--- src/rtl/multi_debouncer_if.sv ---
// Button-conditioner bus: raw button levels in, debounced levels and
// single-cycle event pulses out. One bit per channel.
interface multi_debouncer_if #(
    parameter int unsigned N = 4
);
    logic [N-1:0] btn_i;
    logic [N-1:0] clean_o;
    logic [N-1:0] press_o;
    logic [N-1:0] release_o;
    logic [N-1:0] repeat_o;

    modport master (
        output btn_i,
        input  clean_o,
        input  press_o,
        input  release_o,
        input  repeat_o
    );

    modport slave (
        input  btn_i,
        output clean_o,
        output press_o,
        output release_o,
        output repeat_o
    );
endinterface

--- src/rtl/multi_debouncer.sv ---
// N-channel button conditioner: 2-FF synchronizer, symmetric press/release
// debounce counter, clean level, registered press/release pulses.
// Optional auto-repeat on held buttons is enabled by defining AUTO_REPEAT_EN;
// without it repeat_o is tied low and no repeat counters exist.
module multi_debouncer #(
    parameter int unsigned N             = 4,
    parameter int unsigned DELAY         = 300000,
    parameter int unsigned REPEAT_DELAY  = 25000000,
    parameter int unsigned REPEAT_PERIOD = 5000000
) (
    input logic              clk,
    input logic              rst_n,
    multi_debouncer_if.slave bus
);
    localparam int unsigned CW = $clog2(DELAY + 1);
    localparam logic [CW-1:0] CNT_LAST = CW'(DELAY - 1);

    // Reject configurations the counters cannot represent.
    if (N < 1 || DELAY < 1 || REPEAT_DELAY < 1 || REPEAT_PERIOD < 1) begin : g_bad_cfg
        $error("multi_debouncer: N, DELAY, REPEAT_DELAY and REPEAT_PERIOD must be >= 1");
    end

    logic [N-1:0]  s1;
    logic [N-1:0]  s2;
    logic [N-1:0]  clean_q;
    logic [N-1:0]  press_q;
    logic [N-1:0]  release_q;
    logic [N-1:0]  fire;
    logic [CW-1:0] cnt [N];

    // A channel commits its new level when s2 has differed from clean for DELAY cycles.
    always_comb begin
        fire = '0;
        for (int unsigned i = 0; i < N; i++) begin
            fire[i] = (s2[i] != clean_q[i]) && (cnt[i] == CNT_LAST);
        end
    end

    // Synchronizer, debounce counters, clean level and edge pulses.
    always_ff @(posedge clk or negedge rst_n) begin
        if (!rst_n) begin
            s1        <= '0;
            s2        <= '0;
            clean_q   <= '0;
            press_q   <= '0;
            release_q <= '0;
            for (int unsigned i = 0; i < N; i++) begin
                cnt[i] <= '0;
            end
        end else begin
            s1 <= bus.btn_i;
            s2 <= s1;
            for (int unsigned i = 0; i < N; i++) begin
                press_q[i]   <= fire[i] & s2[i];
                release_q[i] <= fire[i] & ~s2[i];
                if (s2[i] == clean_q[i]) begin
                    cnt[i] <= '0;
                end else if (fire[i]) begin
                    clean_q[i] <= s2[i];
                    cnt[i]     <= '0;
                end else begin
                    cnt[i] <= cnt[i] + 1'b1;
                end
            end
        end
    end

    assign bus.clean_o   = clean_q;
    assign bus.press_o   = press_q;
    assign bus.release_o = release_q;

`ifdef AUTO_REPEAT_EN
    localparam int unsigned RMAX = (REPEAT_DELAY > REPEAT_PERIOD) ? REPEAT_DELAY : REPEAT_PERIOD;
    localparam int unsigned RW   = $clog2(RMAX + 1);
    localparam logic [RW-1:0] REP_FIRST_LAST = RW'(REPEAT_DELAY - 1);
    localparam logic [RW-1:0] REP_NEXT_LAST  = RW'(REPEAT_PERIOD - 1);

    logic [RW-1:0] rep [N];
    logic [N-1:0]  rep_armed;
    logic [N-1:0]  repeat_q;

    // Auto-repeat: the counter is 0 during the press cycle, so the first pulse
    // lands REPEAT_DELAY cycles after press_o; a pending release (fire while
    // clean is high) clears it so repeat_o never coincides with release_o.
    always_ff @(posedge clk or negedge rst_n) begin
        if (!rst_n) begin
            rep_armed <= '0;
            repeat_q  <= '0;
            for (int unsigned i = 0; i < N; i++) begin
                rep[i] <= '0;
            end
        end else begin
            for (int unsigned i = 0; i < N; i++) begin
                if (!clean_q[i] || fire[i]) begin
                    rep[i]       <= '0;
                    rep_armed[i] <= 1'b0;
                    repeat_q[i]  <= 1'b0;
                end else if (rep[i] == (rep_armed[i] ? REP_NEXT_LAST : REP_FIRST_LAST)) begin
                    rep[i]       <= '0;
                    rep_armed[i] <= 1'b1;
                    repeat_q[i]  <= 1'b1;
                end else begin
                    rep[i]      <= rep[i] + 1'b1;
                    repeat_q[i] <= 1'b0;
                end
            end
        end
    end

    assign bus.repeat_o = repeat_q;
`else
    assign bus.repeat_o = '0;
`endif

endmodule
--- src/flat_wrapper.sv ---
// flat-port wrapper written by rule: the top's interface ports become plain ports
module multi_debouncer_flat 
#(
    parameter int unsigned N             = 4,
    parameter int unsigned DELAY         = 300000,
    parameter int unsigned REPEAT_DELAY  = 25000000,
    parameter int unsigned REPEAT_PERIOD = 5000000
)
  (clk, rst_n, bus_btn_i, bus_clean_o, bus_press_o, bus_release_o, bus_repeat_o);
  multi_debouncer_if #(.N(N)) bus_i ();
  input logic clk;
  input logic rst_n;
  input wire logic [$bits(bus_i.btn_i)-1:0] bus_btn_i;
  output wire logic [$bits(bus_i.clean_o)-1:0] bus_clean_o;
  output wire logic [$bits(bus_i.press_o)-1:0] bus_press_o;
  output wire logic [$bits(bus_i.release_o)-1:0] bus_release_o;
  output wire logic [$bits(bus_i.repeat_o)-1:0] bus_repeat_o;
  assign bus_i.btn_i = bus_btn_i;
  assign bus_clean_o = bus_i.clean_o;
  assign bus_press_o = bus_i.press_o;
  assign bus_release_o = bus_i.release_o;
  assign bus_repeat_o = bus_i.repeat_o;
  multi_debouncer #(.N(N), .DELAY(DELAY), .REPEAT_DELAY(REPEAT_DELAY), .REPEAT_PERIOD(REPEAT_PERIOD)) u_core (.clk(clk), .rst_n(rst_n), .bus(bus_i));
endmodule
--- config.mk ---
export PLATFORM = sky130hd
export DESIGN_NAME = multi_debouncer_flat
export DESIGN_NICKNAME = d
export VERILOG_FILES = /design/src/rtl/multi_debouncer_if.sv /design/src/rtl/multi_debouncer.sv /design/src/flat_wrapper.sv
export SDC_FILE = /design/constraint.sdc
export NUM_CORES = 1
export LEC_CHECK = 0
export BUFFER_PORTS_ARGS = -buffer_cell sky130_fd_sc_hd__buf_2
export CORE_MARGIN = 5
export CORE_UTILIZATION = 40
export CTS_BUF_LIST = sky130_fd_sc_hd__clkbuf_4
export DETAILED_ROUTE_END_ITERATION = 8
export PLACE_DENSITY_LB_ADDON = 0.12
export SLEW_MARGIN = 20
export SYNTH_ARGS = -nofsm -noshare
export SYNTH_HDL_FRONTEND = slang
export SYNTH_SLANG_ARGS = --single-unit
--- constraint.sdc ---
create_clock -name clk -period 1.95 [get_ports clk]
set_input_delay 0.2925 -clock clk [delete_from_list [all_inputs] [get_ports clk]]
set_output_delay 0.2925 -clock clk [all_outputs]
set_load 0.01 [all_outputs]
==> reports/results.ini, run 1 <==
[drt]
routedWlPerCell_um = 13.8
drt_iter0_drc = 197
vias = 3286
ant_nets = 0
viasPerCell = 5.22
routed_wl_um = 8710
first_pass_iters = 5
drc = 0

[critical_path]
arrival_ps = 2230
endpoint = u_core.cnt[21]$_DFF_PN0_
required_ps = 2290
reg2reg_depth = 5
cp-start-kind = register
critPathMaxFanout = 13
r2r-start = u_core.cnt[32]$_DFF_PN0_
worstSetupStartpoint = u_core.cnt[32]$_DFF_PN0_
endpoint_kind = register
reg2reg_to = u_core.cnt[21]$_DFF_PN0_
path_class = register to register
reg2reg_slack_ps = 60

[global_route]
antenna_found_initial = 0
grt_pass1_vias = 3253
grt_pass1_wl_um = 15200
grt_max_degree = 47
grt_use_total = 0.142
grt.overflow.total = 0

[sta]
setup_tns_ps = 0
setup_violations = 0
fin_ws_ps = 62.6
finalHoldViolCount = 0
slew_violations = 0
finClkSkew_ps = 28.5
finalCritPeriodShare = 0.968
fmax_ghz = 0.530
fin_crit_ps = 1890

[pwr]
power_switching_mw = 0.819
p_int_mw = 2.49
power.density_nw_per_um2 = 642
p_seq_frac = 0.619
pwr-share-clk = 0.328
p_leak_nw = 2.16
combPwrFrac = 0.053
ir_worst_vdd_uv = 406
switching_share = 0.248

[layout]
design_area_um2 = 5140
area_delta_synth_final_pct = 15.4
antenna_cells = 0
nFillCells = 1017
drive_gt1_frac = 0.155
most-common-layout-cells = dfrtp_1 (95), nor2_1 (64), xnor2_1 (29)
layout_commonest_cell = dfrtp_1
fin_cells = 630
fin_nets = 495

[floorplan]
dieArea_um2 = 13400
die_w_um = 116
coreArea_um2 = 10900
die_h_um = 116
pin_count = 22
start_util = 0.409
num_rows = 38

[logic_synthesis]
yosys_warnings = 0
syn_area_per_cell_um2 = 10.2
synth_area_leader_cell = dfrtp_1
ys_types = 38
synth_area_leaders = dfrtp_1 (54%), xnor2_1 (5.7%), nor2_1 (5.4%)
synth_top_area_frac = 0.539
synth_seq_cells = 96
syn-instance-count = 436
async_flop_share = 1.00
synthesis.area_um2 = 4460
synth_ff_type = dfrtp_1
synth_edf_count = 0
yosysSeqAreaShare = 0.539

[place]
gp_congestion = 0.849
hpwl_um = 6150
dp_cells = 604
port_buffers = 17
dp_slack_ps = 71.8
place_area_um2 = 4870

[run_status]
status = complete, no violations

[run]
cap_violations = 0

[clocking]
worstSkewPairLatency_ps = 460
cts-root-buf = clkbuf_4
clock_path_buffers = 2
cts_htree_levels = 3
cts_made_buffers = 9
clock-sinks = 96
path_clk_slew_ps = 160
cts_tree = yes

[min_path]
hold_class = input pin to async pin

## state kept, by name, indices dropped and copies added (netlist names)
signal                cells
u_core.s2                 4
u_core.s1                 4
u_core.bus.press_o        4
u_core.cnt               76
u_core.bus.clean_o        4
u_core.bus.release_o      4
## synth_stat cells, types with 10 or more instances
| cell type | number |
|---|---|
| dfrtp_1 | 96 |
| nor2_1 | 64 |
| xnor2_1 | 29 |
| nand2_1 | 27 |
| xor2_1 | 24 |
| nand3_1 | 23 |
| nand4_1 | 20 |
| a21oi_1 | 19 |
| or3_1 | 17 |
| nor4_1 | 15 |
| or4_1 | 12 |
| o21ai_0 | 11 |
| inv_1 | 10 |
## worst max-delay path, stage by stage, from the launching register on
cell     delay (ps)
dfrtp_1         410
or4_4           540
or4_4           440
o21ai_4         180
buf_12          150
nor2_1           50
## worst min path at each step
stage                     cells after the start  slack (ps)                           endpoint
after floorplan                               0          -3  u_core.bus.clean_o[0]$_DFFE_PN0P_
after global placement                        1         260           u_core.cnt[18]$_DFF_PN0_
after detailed placement                      1         260           u_core.cnt[18]$_DFF_PN0_
after CTS                                     2         260           u_core.cnt[18]$_DFF_PN0_
after global routing                          2         280           u_core.cnt[18]$_DFF_PN0_
final                                         2         290             u_core.s2[3]$_DFF_PN0_
## per-layer routing
| layer | global-route usage | part of all wire | vias to the layer above |
|---|---|---|---|
| met5 | 0 | 0 | - |
| met1 | 0.190 | 0.48 | 1594 |
| met3 | 0.0350 | 0.033 | 11 |
| met4 | 0.0454 | 0.013 | 0 |
| li1 | - | - | 1641 |
| met2 | 0.227 | 0.47 | 40 |
## power by group through the flow
| stage | Clock, mW | Sequential, mW | Combinational [mW] |
|---|---|---|---|
| floorplan | 0 | 2.08 | 0.0753 |
| global placement | 0 | 2.08 | 0.157 |
| detailed placement | 0 | 2.08 | 0.157 |
| CTS | 1.15 | 2.04 | 0.166 |
| global route | 1.23 | 2.05 | 0.205 |
| finish | 1.08 | 2.05 | 0.174 |
## layout make-up
type	count	area, um2	share of cell area
clock buffer	9	67.6	0.0131
clock inverter	7	70.1	0.0136
inverter	10	37.5	0.00730
multi-input combinational	319	2000	0.389
sequential	96	2400	0.467
tap	140	175	0.0341
timing repair buffer	49	390	0.0759
## per-stage QoR
step                      power, mW  hold slack, ps   util
after floorplan                2.15           -3.09      -
after global placement         2.24             260  0.447
after detailed placement       2.24             258  0.447
after CTS                      3.36             264  0.464
after global routing           3.49             281  0.472
final                          3.30             292  0.472
## timing repair
item	CTS	global route
setup buffers	0	5
setup endpoints to repair	0	36
hold buffers	5	0
gates resized for setup	0	11
hold endpoints to repair	34	0
## cell families (layout without fill, tap and decap cells)
| group | count (synthesis) | in the layout | share of synthesized area |
|---|---|---|---|
| other cells | 1 | 4 | 0.000841 |
| buf+inv | 24 | 75 | 0.0261 |
| simple gates | 212 | 212 | 0.254 |
| compound gates | 45 | 45 | 0.0623 |
| flops | 96 | 96 | 0.539 |
| xor+xnor | 53 | 53 | 0.104 |
| mux | 1 | 1 | 0.00253 |
| fa+ha+maj | 4 | 4 | 0.0112 |
Power figures use the tool's default switching activity.
==> run 2: changes to the inputs <==
- BUFFER_PORTS_ARGS: -buffer_cell sky130_fd_sc_hd__buf_2 -> -buffer_cell sky130_fd_sc_hd__clkbuf_2
==> run 2 against run 1 <==
Net effect:
- hold slack improved by 72 ps
- die area unchanged
- non-clock buffer count fell by 2
- clock skew decreased by 10 ps
- sequential share of layout area increased by 0.28 points
- first-iteration DRC count shrank 11%
- routed wire length hardly changed
- worst setup slack better by 8.2 ps
- register-to-register slack is essentially flat
- critical endpoint is now u_core.cnt[37]$_DFF_PN0_
- largest cell class unchanged
- largest power group unchanged
- highest routed layer unchanged
==> reports/results.ini, run 2 (synthesis results as in run 1) <==
[pwr]
p_leak_nw = 2.14  ; was 2.16 nW
ir_worst_vdd_uv = 387  ; was 406 uV
finalPower_mw = 3.22  ; was 3.30 mW
power.density_nw_per_um2 = 631  ; was 642 nW/um2

[layout]
multi_input_area_um2 = 2000  ; about the same
regArea_um2 = 2400  ; about the same
largest_reg_flops = 76  ; unchanged
largest_register = u_core.cnt  ; unchanged
fin_nets = 493  ; was 495
layout_commonest_cell = dfrtp_1  ; unchanged
utilization = 0.469  ; was 0.472
most-common-layout-cells = dfrtp_1 (96), nor2_1 (64), xnor2_1 (29)  ; was dfrtp_1 (95), nor2_1 (64), xnor2_1 (29)
nFillCells = 1056  ; was 1,017
fin_cells = 627  ; was 630
area_delta_synth_final_pct = 14.6  ; was 15.4%
drive_gt1_frac = 0.144  ; was 0.155
antenna_cells = 0  ; unchanged

[sta]
fin_crit_ps = 1880  ; was 1890 ps
slew_violations = 0  ; unchanged
setup_violations = 0  ; unchanged
fin_ws_ps = 70.7  ; was 62.6 ps
finClkSkew_ps = 18.4  ; was 28.5 ps
tightest_slew_ps = 517
setup_tns_ps = 0  ; unchanged
fmax_ghz = 0.532  ; was 0.530 GHz
finalHoldViolCount = 0  ; unchanged
slew_headroom = 0.655
finalCritPeriodShare = 0.964  ; was 0.968

[global_route]
antenna_found_initial = 0  ; unchanged
grt_max_degree = 97  ; was 47
grt_use_total = 0.140  ; was 0.142
grt_pass1_wl_um = 15200  ; about the same
grt.overflow.total = 0  ; unchanged
grt_pass1_vias = 3213  ; was 3,253

[run]
cap_violations = 0  ; unchanged

[critical_path]
critPathMaxStageDelay_ps = 550  ; was 540 ps
path_cells = or4_4, or4_4, o21ai_4, buf_6, a21oi_1  ; was or4_4, or4_4, o21ai_4, buf_12, nor2_1
arrival_ps = 2200  ; was 2230 ps
cp.depth = 5  ; unchanged
crit_buf_inv = 1  ; unchanged
endpoint_kind = register  ; unchanged
reg2reg_slack_ps = 70  ; was 60 ps
reg2reg_depth = 5  ; unchanged
cp_slowest_cell = or4_4  ; unchanged
cp_top_family = simple AND/OR/NAND/NOR gates  ; unchanged
reg2reg_to = u_core.cnt[37]$_DFF_PN0_  ; was u_core.cnt[21]$_DFF_PN0_
cp-start-kind = register  ; unchanged
r2r-start = u_core.cnt[32]$_DFF_PN0_  ; unchanged
required_ps = 2270  ; was 2290 ps
cp_common_cell = or4_4  ; unchanged
path_class = register to register  ; unchanged
critPathMaxFanout = 9  ; was 13

[floorplan]
start_util = 0.409  ; unchanged
num_rows = 38  ; unchanged
die_w_um = 116  ; unchanged
dieArea_um2 = 13400  ; unchanged
coreArea_um2 = 10900  ; unchanged
pin_count = 22  ; unchanged
die_h_um = 116  ; unchanged

[min_path]
min-delay-start = u_core.s1[0]$_DFF_PN0_
hold_end = u_core.s2[0]$_DFF_PN0_
hold_class = register to register  ; was input pin to async pin
holdPathStages = 0

[clocking]
cts_htree_levels = 3  ; unchanged
cts_made_buffers = 9  ; unchanged
path_clk_slew_ps = 140  ; was 160 ps
cts_tree = yes  ; unchanged
worstSkewPairLatency_ps = 440  ; was 460 ps
cts-root-buf = clkbuf_4  ; unchanged
clock-sinks = 96  ; unchanged
clock_path_buffers = 2  ; unchanged

[place]
dp_slack_ps = 39.8  ; was 71.8 ps
port_buffers = 17  ; unchanged
hpwl_um = 5910  ; was 6150 um
gp_congestion = 0.818  ; was 0.849
dp_cells = 605  ; was 604

[drt]
drc = 0  ; unchanged
vias = 3261  ; was 3,286
drt_iter0_drc = 176  ; was 197
viasPerCell = 5.20  ; was 5.22
routedWlPerCell_um = 13.9  ; was 13.8 um
first_pass_iters = 4  ; was 5
ant_nets = 0  ; unchanged
routed_wl_um = 8700  ; was 8710 um

[run_status]
status = complete, no violations  ; unchanged

==> run 2: timing repair <==
action	CTS	global route
hold buffers	5	0
endpoints found under the setup margin	0	30
gates resized for setup	0	12
buffers inserted	0	2
endpoints found under the hold margin	100	0
==> run 2: final cells by class <==
| type | instances | share of cell area |
|---|---|---|
| inverter | 10 | 0.00735 |
| clock buffer | 10 | 0.0147 |
| sequential | 96 | 0.470 |
| tap | 140 | 0.0343 |
| multi-input combinational | 319 | 0.391 |
| timing repair buffer | 47 | 0.0725 |
| clock inverter | 5 | 0.00955 |
==> run 2: through the flow <==
step,hold WS [ps],instance area [um2]
CTS,375,5040
floorplan,-3.09,4470
global placement,342,4860
detailed placement,341,4860
global route,384,5110
finish,363,5110
==> run 2: metal layers <==
layer	track usage	share of wire	vias to the layer above	wire, um
li1	-	-	1642	-
met3	0.0386	0.039	11	341
met5	0	0	-	0
met2	0.225	0.46	49	4050
met1	0.186	0.48	1559	4190
met4	0.0438	0.014	0	123
==> run 2: worst register-to-register path, cell delays in order (launching register included) <==
cell	delay, ps
dfrtp_1	410
or4_4	550
or4_4	440
o21ai_4	160
buf_6	150
a21oi_1	50
==> run 2: worst max-delay path by stage <==
stage                                   from                  endpoint  slack [ps]
finish              u_core.cnt[32]$_DFF_PN0_  u_core.cnt[37]$_DFF_PN0_          70
global route        u_core.cnt[32]$_DFF_PN0_  u_core.cnt[34]$_DFF_PN0_        -0.2
global placement    u_core.cnt[19]$_DFF_PN0_  u_core.cnt[37]$_DFF_PN0_         110
CTS                 u_core.cnt[19]$_DFF_PN0_  u_core.cnt[37]$_DFF_PN0_          20
floorplan           u_core.cnt[32]$_DFF_PN0_  u_core.cnt[29]$_DFF_PN0_          50
detailed placement   u_core.cnt[1]$_DFF_PN0_  u_core.cnt[18]$_DFF_PN0_          40
==> run 2: where the power goes <==
part	switching (mW)	total (mW)	internal, mW
clock network	0.623	1.01	0.390
logic	0.0994	0.164	0.0648
registers	0.0281	2.05	2.02
==> run 3: changes to the inputs <==
- BUFFER_PORTS_ARGS: -buffer_cell sky130_fd_sc_hd__clkbuf_2 -> default
- DONT_BUFFER_PORTS: default -> 1
==> run 3 against run 2 <==
Net effect:
- the flow now finishes with violations (hold timing)
- count of clock-buffer cells in the layout fell by 1
- core utilization fell by 1.0 points
- via count fell by 1.3%
- critical path depth did not move
- clock power rose by 5%
- maximum frequency barely moved
- flip-flop and latch count did not move
- clock skew fell by 1.1 ps
- non-clock buffer count fell by 15
- die area did not move
- first-iteration DRC count rose by 31%
- cell area fell by 2.2%
- critical endpoint unchanged
- largest cell class unchanged
- highest routed layer unchanged
==> reports/results.ini, run 3 (synthesis results as in run 1) <==
[run_status]
violations = hold timing
status = finished with violations  ; was complete, no violations

[floorplan]
die_h_um = 116  ; unchanged
num_rows = 38  ; unchanged
dieArea_um2 = 13400  ; unchanged
coreArea_um2 = 10900  ; unchanged
start_util = 0.409  ; unchanged
die_w_um = 116  ; unchanged
pin_count = 22  ; unchanged

[clocking]
clock_path_buffers = 2  ; unchanged
cts_htree_levels = 3  ; unchanged
worstSkewPairLatency_ps = 450  ; was 440 ps
cts_tree = yes  ; unchanged
cts_made_buffers = 9  ; unchanged
cts-root-buf = clkbuf_4  ; unchanged
cts_hold_buf = 4  ; was 5
path_clk_slew_ps = 150  ; was 140 ps
clock-sinks = 96  ; unchanged

[global_route]
met3_usage = 0.0292  ; was 0.0386
grt_use_total = 0.140  ; about the same
met1_usage = 0.192  ; was 0.186
antenna_found_initial = 0  ; unchanged
grt_max_degree = 97  ; unchanged
met2_usage = 0.218  ; was 0.225
grt.overflow.total = 0  ; unchanged
grt_pass1_vias = 3200  ; was 3,213
grt_pass1_wl_um = 15100  ; was 15,200 um
grt-busiest-layer = met2  ; unchanged

[pwr]
switching_share = 0.239  ; was 0.233
ir_worst_vdd_uv = 321  ; was 387 uV
pwr-share-clk = 0.330  ; was 0.314
p_seq_frac = 0.635  ; about the same
p_int_mw = 2.45  ; was 2.47 mW
combPwrFrac = 0.035  ; was 0.051
p_leak_nw = 2.06  ; was 2.14 nW
power_switching_mw = 0.770  ; was 0.751 mW
power.density_nw_per_um2 = 646  ; was 631 nW/um2
finalPower_mw = 3.22  ; about the same

[sta]
fin_worst_hold_slack_ps = -489  ; was 363 ps
rsz0062_at_grt = true
slew_violations = 0  ; unchanged
tightest_slew_ps = 510  ; was 517 ps
slew_headroom = 0.655  ; about the same
finClkSkew_ps = 17.3  ; was 18.4 ps
finalCritPeriodShare = 0.963  ; was 0.964
finalHoldViolCount = 96  ; was 0
setup_tns_ps = 0  ; unchanged
fin_crit_ps = 1880  ; about the same
fmax_ghz = 0.532  ; about the same
setup_violations = 0  ; unchanged

[critical_path]
endpoint_kind = register  ; unchanged
cp-start-kind = register  ; unchanged
required_ps = 2340  ; was 2270 ps
path_class = register to register  ; unchanged
arrival_ps = 2270  ; was 2200 ps
critPathMaxFanout = 4  ; was 9

[place]
gp_congestion = 0.769  ; was 0.818
dp_cells = 592  ; was 605
place_area_um2 = 4780  ; was 4860 um2
port_buffers = 0  ; was 17
hpwl_um = 5830  ; was 5910 um

[drt]
first_pass_iters = 4  ; unchanged
routedWlPerCell_um = 14.1  ; was 13.9 um
drc = 0  ; unchanged
routed_wl_um = 8660  ; was 8700 um
drt_iter0_drc = 231  ; was 176
viasPerCell = 5.25  ; was 5.20
ant_nets = 0  ; unchanged
vias = 3219  ; was 3,261

[layout]
most-common-layout-cells = dfrtp_1 (96), nor2_1 (64), xnor2_1 (29)  ; unchanged
fin_nets = 478  ; was 493
fin_cells = 613  ; was 627
design_area_um2 = 4990  ; was 5110 um2
layout_commonest_cell = dfrtp_1  ; unchanged
drive_gt1_frac = 0.116  ; was 0.144
largest_register = u_core.cnt  ; unchanged
antenna_cells = 0  ; unchanged
area_delta_synth_final_pct = 12.1  ; was 14.6%
largest_reg_flops = 76  ; unchanged

[min_path]
hold_class = input pin to async pin  ; was register to register

[run]
cap_violations = 0  ; unchanged

run 3: path summary, 6_finish.rpt:
check	from	to	slack, ps	cells after the start
min in group clk	u_core.s1[1]$_DFF_PN0_	u_core.s2[1]$_DFF_PN0_	370	0
worst min register to register	u_core.s1[1]$_DFF_PN0_	u_core.s2[1]$_DFF_PN0_	370	0
worst max register to register	u_core.cnt[20]$_DFF_PN0_	u_core.cnt[37]$_DFF_PN0_	70	5
max in group asynchronous	rst_n	u_core.cnt[62]$_DFF_PN0_	2310	0
worst max-delay path	u_core.cnt[20]$_DFF_PN0_	u_core.cnt[37]$_DFF_PN0_	70	5
worst min-delay path	rst_n	u_core.cnt[13]$_DFF_PN0_	-490	0
run 3: power by group through the flow:
stage,logic [mW],clock network [mW],registers [mW]
3_5_place_dp,0.100,0,2.08
5_1_grt,0.127,1.19,2.05
4_1_cts,0.108,1.12,2.05
2_1_floorplan,0.0753,0,2.08
6_report,0.113,1.06,2.05
3_3_place_gp,0.0999,0,2.08
run 3: layer usage:
layer | wire length [um] | share of wire
met2 | 3920 | 0.45
met1 | 4330 | 0.50
met3 | 264 | 0.030
met4 | 153 | 0.018
met5 | 0 | 0
run 3: area by class of cell:
cell class,instances,area [um2]
clock buffers,9,67.6
clock inverters,7,62.6
fillers,1024,5890
inverters,10,37.5
multi-input cells,319,1980
flip-flops and latches,96,2400
well taps,140,175
repair buffers,32,267
run 3: per-stage QoR:
step / worst slack [ps] / utilization
final: 71.9 / 0.459
after global routing: -14.9 / 0.459
after CTS: 34.8 / 0.455
after detailed placement: 81.0 / 0.439
after global placement: 105 / 0.439
after floorplan: 51.0 / -
run 3: critical path, stage by stage (launching register included):
cell,delay [ps]
dfrtp_1,400
ha_2,220
nand4_1,140
or3_1,410
or4_1,500
a21oi_2,150
run 3: repair_timing:
action                                  in CTS  in global routing
endpoints found under the setup margin       0                 27
endpoints found under the hold margin      100                 96
gates resized for setup                      0                  8
setup buffers                                0                  1
